$ cat src/rtl/spi_grid.sv
// SPI-controlled weight grid. Each row accumulates its count of pulsing cells while t < weight,
// so after 2^WW cycles every row result equals +/- the sum of that row's weights.
module spi_grid #(
  parameter int unsigned ROWS = 4,
  parameter int unsigned COLS = 4,
  parameter int unsigned WW   = 8
) (
  input  logic clk,
  input  logic rst,
  input  logic sck,
  input  logic mosi,
  input  logic ss,
  output logic miso,
  input  logic trig,
  input  logic sign
);
  localparam int unsigned NCELL = ROWS * COLS;
  localparam int unsigned CW    = (NCELL > 1) ? $clog2(NCELL) : 1;
  localparam int unsigned RIW   = (ROWS > 1) ? $clog2(ROWS) : 1;
  localparam int unsigned RW    = 12;
  localparam int unsigned BW    = 8;

  typedef enum logic {ST_IDLE, ST_RUN} state_e;

  // Synchronizer chains: [0] meta, [1] sync, [2] previous sync for edge detect
  logic [2:0]     sck_sync_q, ss_sync_q, trig_sync_q;
  logic [1:0]     mosi_sync_q;
  logic           sck_rise_c, sck_fall_c, ss_rise_c, ss_fall_c, trig_rise_c, ss_c, mosi_c;

  state_e         state_q, state_d;
  logic           done_q, done_d;
  logic           sign_q, sign_d;
  logic [WW-1:0]  t_q, t_d;
  logic [RW-1:0]  result_q [ROWS];
  logic [RW-1:0]  result_d [ROWS];
  logic [WW-1:0]  weight_q [NCELL];
  logic [WW-1:0]  weight_d [NCELL];
  logic [BW-1:0]  rd_q, rd_d;
  logic [1:0]     idx_q, idx_d;
  logic [3:0]     bit_cnt_q, bit_cnt_d;
  logic [BW-2:0]  shift_q, shift_d;
  logic [BW-1:0]  tx_q, tx_d;
  logic [BW-1:0]  data_q, data_d;
  logic [3:0]     addr_q, addr_d;
  logic           frame_q, frame_d;
  logic           miso_q, miso_d;

  logic [BW-1:0]  byte_c;
  logic [CW-1:0]  cell_c;
  logic [RIW-1:0] row_c;
  logic           cell_ok_c, row_ok_c;
  logic [RW-1:0]  cnt_c;

  assign ss_c        = ss_sync_q[1];
  assign mosi_c      = mosi_sync_q[1];
  assign sck_rise_c  = sck_sync_q[1] & ~sck_sync_q[2];
  assign sck_fall_c  = ~sck_sync_q[1] & sck_sync_q[2];
  assign ss_rise_c   = ss_sync_q[1] & ~ss_sync_q[2];
  assign ss_fall_c   = ~ss_sync_q[1] & ss_sync_q[2];
  assign trig_rise_c = trig_sync_q[1] & ~trig_sync_q[2];

  assign byte_c    = {shift_q, mosi_c};
  assign cell_c    = CW'(addr_q);
  assign cell_ok_c = 32'(addr_q) < NCELL;
  assign row_c     = RIW'(addr_q[1:0]);
  assign row_ok_c  = 32'(addr_q[1:0]) < ROWS;
  assign miso      = miso_q;

  always_comb begin
    state_d   = state_q;
    done_d    = done_q;
    sign_d    = sign_q;
    t_d       = t_q;
    result_d  = result_q;
    weight_d  = weight_q;
    rd_d      = rd_q;
    idx_d     = idx_q;
    bit_cnt_d = bit_cnt_q;
    shift_d   = shift_q;
    tx_d      = tx_q;
    data_d    = data_q;
    addr_d    = addr_q;
    frame_d   = frame_q;
    miso_d    = ~ss_c & tx_q[BW-1];
    cnt_c     = '0;

    // A frame only counts if its ss falling edge was seen after reset
    if (ss_fall_c) begin
      frame_d   = 1'b1;
      bit_cnt_d = '0;
    end
    if (ss_rise_c) begin
      frame_d   = 1'b0;
      bit_cnt_d = '0;
    end

    if (frame_q && !ss_c && sck_rise_c && bit_cnt_q < 4'd8) begin
      shift_d   = byte_c[BW-2:0];
      bit_cnt_d = bit_cnt_q + 4'd1;
      if (bit_cnt_q == 4'd7) begin
        unique case (idx_q)
          2'd0: begin
            data_d = byte_c;
            idx_d  = 2'd1;
          end
          2'd1: begin
            addr_d = byte_c[3:0];
            idx_d  = 2'd2;
          end
          default: begin
            idx_d = 2'd0;
            unique case (byte_c)
              8'h01: if (state_q == ST_IDLE && cell_ok_c) weight_d[cell_c] = WW'(data_q);
              8'h02: rd_d = cell_ok_c ? BW'(weight_q[cell_c]) : '0;
              8'h03: rd_d = row_ok_c ? result_q[row_c][7:0] : '0;
              8'h04: rd_d = row_ok_c ? {4'b0, result_q[row_c][11:8]} : '0;
              8'h05: rd_d = {6'b0, done_q, state_q == ST_RUN};
              default: ;
            endcase
          end
        endcase
      end
    end

    // Reload the transmit shifter while deselected so MSB is ready at ss fall
    if (ss_c) begin
      tx_d = rd_q;
    end else if (frame_q && sck_fall_c) begin
      tx_d = {tx_q[BW-2:0], 1'b0};
    end

    unique case (state_q)
      ST_IDLE: begin
        if (trig_rise_c) begin
          state_d = ST_RUN;
          sign_d  = sign;
          done_d  = 1'b0;
          t_d     = '0;
          for (int unsigned r = 0; r < ROWS; r++) result_d[r] = '0;
        end
      end
      ST_RUN: begin
        for (int unsigned r = 0; r < ROWS; r++) begin
          cnt_c = '0;
          for (int unsigned c = 0; c < COLS; c++) begin
            if (t_q < weight_q[r*COLS + c]) cnt_c = cnt_c + RW'(1);
          end
          result_d[r] = sign_q ? result_q[r] - cnt_c : result_q[r] + cnt_c;
        end
        t_d = t_q + WW'(1);
        if (t_q == '1) begin
          state_d = ST_IDLE;
          done_d  = 1'b1;
        end
      end
      default: state_d = ST_IDLE;
    endcase
  end

  always_ff @(posedge clk) begin
    if (rst) begin
      sck_sync_q  <= '0;
      ss_sync_q   <= '1;
      trig_sync_q <= '0;
      mosi_sync_q <= '0;
      state_q     <= ST_IDLE;
      done_q      <= 1'b0;
      sign_q      <= 1'b0;
      t_q         <= '0;
      result_q    <= '{default: '0};
      weight_q    <= '{default: '0};
      rd_q        <= '0;
      idx_q       <= '0;
      bit_cnt_q   <= '0;
      shift_q     <= '0;
      tx_q        <= '0;
      data_q      <= '0;
      addr_q      <= '0;
      frame_q     <= 1'b0;
      miso_q      <= 1'b0;
    end else begin
      sck_sync_q  <= {sck_sync_q[1:0], sck};
      ss_sync_q   <= {ss_sync_q[1:0], ss};
      trig_sync_q <= {trig_sync_q[1:0], trig};
      mosi_sync_q <= {mosi_sync_q[0], mosi};
      state_q     <= state_d;
      done_q      <= done_d;
      sign_q      <= sign_d;
      t_q         <= t_d;
      result_q    <= result_d;
      weight_q    <= weight_d;
      rd_q        <= rd_d;
      idx_q       <= idx_d;
      bit_cnt_q   <= bit_cnt_d;
      shift_q     <= shift_d;
      tx_q        <= tx_d;
      data_q      <= data_d;
      addr_q      <= addr_d;
      frame_q     <= frame_d;
      miso_q      <= miso_d;
    end
  end

endmodule

$ cat config.mk
export PLATFORM = sky130hd
export DESIGN_NAME = spi_grid
export DESIGN_NICKNAME = d
export VERILOG_FILES = /design/src/rtl/spi_grid.sv
export SDC_FILE = /design/constraint.sdc
export NUM_CORES = 1
export LEC_CHECK = 0
export CORE_ASPECT_RATIO = 0.7
export CORE_MARGIN = 4
export CORE_UTILIZATION = 44
export DETAILED_ROUTE_END_ITERATION = 8
export SLEW_MARGIN = 20
export SYNTH_ARGS = -nofsm -noshare
export SYNTH_HDL_FRONTEND = slang
export SYNTH_SLANG_ARGS = --single-unit
$ cat constraint.sdc
create_clock -name clk -period 7.3 [get_ports clk]
set_input_delay 1.46 -clock clk [delete_from_list [all_inputs] [get_ports clk]]
set_output_delay 1.46 -clock clk [all_outputs]
set_load 0.005 [all_outputs]
==> flow_summary.yaml <==
run_status:
  outcome: "complete, no violations"
floorplanning:
  die_h_um: 167
  coreArea_um2: 35200
  num_rows: 57
  die_x_um: 235
  start_util_pct: 45.2
  ios: 8
  die-area_um2: 39300
critical_path:
  cpPeakStageDelay_ps: 1030
  crit_arrival_ps: 6290
  critPathRequiredTime_ps: 7800
  reg2reg_slack_ps: 1510
  cp_top_family: "adder cells"
  critPathKind: "flop to flop"
  crit_path_end_kind: "flop"
  worstPathCellList: "ha_1 -> o21ai_0 -> a21oi_1 -> o211ai_1 -> and2_1 -> ha_1 -> xor2_1 -> inv_1 -> ha_1 -> nor2b_1 -> nor2b_1 -> a211o_1 -> and3_1 -> ha_1 -> nor2_1 -> inv_1 -> ha_1 -> nand3_1 -> nand2_1 -> a221oi_1 -> nor3b_1 -> o211ai_1 -> nand3_1"
  worstPathMaxFanout: 17
  start_kind: "flop"
  cp_num_buf_inv: 2
  cpMaxStageDelayCell: "dfxtp_1"
  crit_top_cell: "ha_1"
final_layout:
  antenna_cells: 0
  area_growth_pct: 9.03
  regArea_um2: 4830
  layoutNonFillerInstCount: 2298
  drive_above_1_share_pct: 8.27
  final_cell_mix: "dfxtp_1 (239), nand2_1 (204), nor2_1 (200), ha_1 (180), a21oi_1 (159)"
  fin_nets: 1996
  multi_input_area_um2: 10100
  fillers: 3254
  mostFrequentLayoutCell: "dfxtp_1"
global_routing:
  grt.overflow.total: 0
  grt_usage_pct: 22.1
  grt_pass1_wl_mm: 69.7
  grt_pass1_vias: 12100
  antenna_found_initial: 1
  grt_max_degree: 87
logic_synthesis:
  synth_edf_count: 0
  syn_inst: 1830
  ys_ff_latch: 241
  ys.flop_type: "dfxtp_1"
  syn-mean-instance-area_um2: 8.69
  ys_types: 69
  ys_async_sr_fraction_pct: 0
  netlist_area_um2: 15900
  ys_seq_area_share_pct: 30.3
  yosysWarnings: 0
clock_network:
  ctsResizeCount: 0
  cts_setup_buffers: 0
  hold_buffers: 0
  cts_made_buffers: 27
  cts_htree_levels: 1
  cts.sinks: 241
  worstSkewPairLatency_ps: 580
  cts_tree: "built"
  cts-root-buf: "clkbuf_16"
  cts_buffer_depth: 3
  clk_pin_slew_ps: 60
routing:
  routed_via_density: 5.75
  post_drt_wl_per_cell_um: 19.6
  firstDrtPassIters: 5
  vias: 13200
  route.detailed.drc: 0
  antenna_left: 0
  routed_wl_mm: 45.0
  drt-initial-drc-count: 1301
placement:
  gp_congestion: 0.931
  place_inst: 2248
  dp_hpwl_mm: 32.6
  dp_slack_ps: 1610
  io_buffers: 7
timing:
  fin_skew_ps: 21.2
  setup_viol: 0
  hold_ws_ps: 408
  period_share_pct: 79.3
  finalHoldViolCount: 0
  final.min_clock_period_ps: 5790
  setup_slack_ps: 1510
  slew_headroom_pct: 25.0
  clock.fmax_ghz: 0.173
  rsz0062_at_grt: "no"
  worst_pin_slew_ps: 1120
  final_max_slew_viol_count: 0
  setup-tns-final_ps: 0
min_path:
  hp-class: "flop to flop"
pwr:
  power_w: 0.00330
  pwr-share-seq_pct: 41.4
  clkPwrFrac_pct: 45.5
  ir_worst_vdd_mv: 0.153
  cellPowerDensity_nw_per_um2: 191
  p_leak_nw: 7.00
  internal-power_w: 0.00243
  p_sw_w: 0.000871
  p_sw_share_pct: 26.4
  comb_power_share_pct: 13.1
flow_run:
  drv_cap: 0
power groups by stage:
stage	Sequential (W)	Clock, W	Combinational (W)
after floorplan	0.00138	0	0.000347
after global placement	0.00139	0	0.000415
after detailed placement	0.00140	0	0.000423
after CTS	0.00137	0.00154	0.000426
after global routing	0.00137	0.00159	0.000480
final	0.00137	0.00150	0.000432
cell type report:
type | instances | share of cell area [%]
Clock buffer | 39 | 4.62
Clock inverter | 11 | 1.03
Inverter | 151 | 3.27
Multi-Input combinational cell | 1357 | 58.5
Sequential cell | 241 | 27.9
Tap cell | 472 | 3.41
Timing Repair Buffer | 27 | 1.28
final timing paths:
check,endpoint,from,cells past startpoint
worst min-delay path,ss_sync_q[1],ss_sync_q[0],1
worst max register to register,result_q[11],t_q[4],23
worst min register to register,ss_sync_q[1],ss_sync_q[0],1
worst max-delay path,result_q[11],t_q[4],23
logic make-up (layout without fill, tap and decap cells):
| group | after synthesis | after routing | synth area share [%] |
|---|---|---|---|
| and+or+nand+nor | 607 | 607 | 18.3 |
| AOI/OAI and AO/OA | 353 | 353 | 13.6 |
| DFF | 241 | 241 | 30.3 |
| buffers and inverters | 235 | 228 | 5.93 |
| adders and majority gates | 184 | 184 | 14.7 |
| muxes | 159 | 159 | 14.4 |
| xor gates and xnor gates | 50 | 50 | 2.75 |
| other | 1 | 4 | 0.0236 |
worst reg2reg max path: cells and delay by family, from the launching register on:
| family | cells | cell delay [ps] |
|---|---|---|
| buf+inv | 2 | 210 |
| xor+xnor | 1 | 240 |
| fa+ha+maj | 5 | 1510 |
| flops | 1 | 1030 |
| simple gates | 9 | 1400 |
| compound gates | 6 | 1340 |
state kept, by name, indices dropped and copies added, names as in the netlist:
register and count:
done_q 1, t_q 8, bit_cnt_q 4, miso 1, data_q 8, idx_q 2, result_q 48, shift_q 7
tx_q 8, sign_q 1, addr_q 4, frame_q 1, weight_q 128, mosi_sync_q 2, trig_sync_q 3, state_q 1
sck_sync_q 3, rd_q 8, ss_sync_q 3
synthesized netlist by cell type, drive strengths merged (11+ instances only):
master	instances	share of area, %
nand2	204	4.8
xor2	27	1.5
a22oi	11	0.52
a21o	17	0.80
nand4	17	1.0
a2bb2oi	11	0.61
mux2i	103	6.5
clkbuf	60	1.4
a21oi	161	5.1
o211ai	16	0.76
dfxtp	241	30
nand3	37	1.2
nor2b	38	1.5
a211oi	12	0.57
nor3b	13	0.82
and2	13	0.51
buf	24	0.94
nand2b	26	1.0
o21ai	60	1.9
nor3	12	0.44
inv	151	3.6
xnor2	23	1.3
nor2	204	5.0
ha	180	14
o21a	17	0.80
and3	12	0.47
mux4	52	7.6
per-layer routing:
metal	global-route usage (%)	part of all wire, %	up-vias
met2	30.7	39	458
met5	0	0.016	-
met3	4.58	9.1	56
met1	35.1	50	6356
met4	4.41	1.8	2
li1	-	-	6343
stage by stage:
step	cell area, µm²	util, %
after global placement	16400	46.5
after CTS	17300	49.3
after detailed placement	16400	46.5
final	17300	49.3
after floorplan	15900	-
after global routing	17300	49.3
No activity file was read; power rests on OpenSTA's default activity.
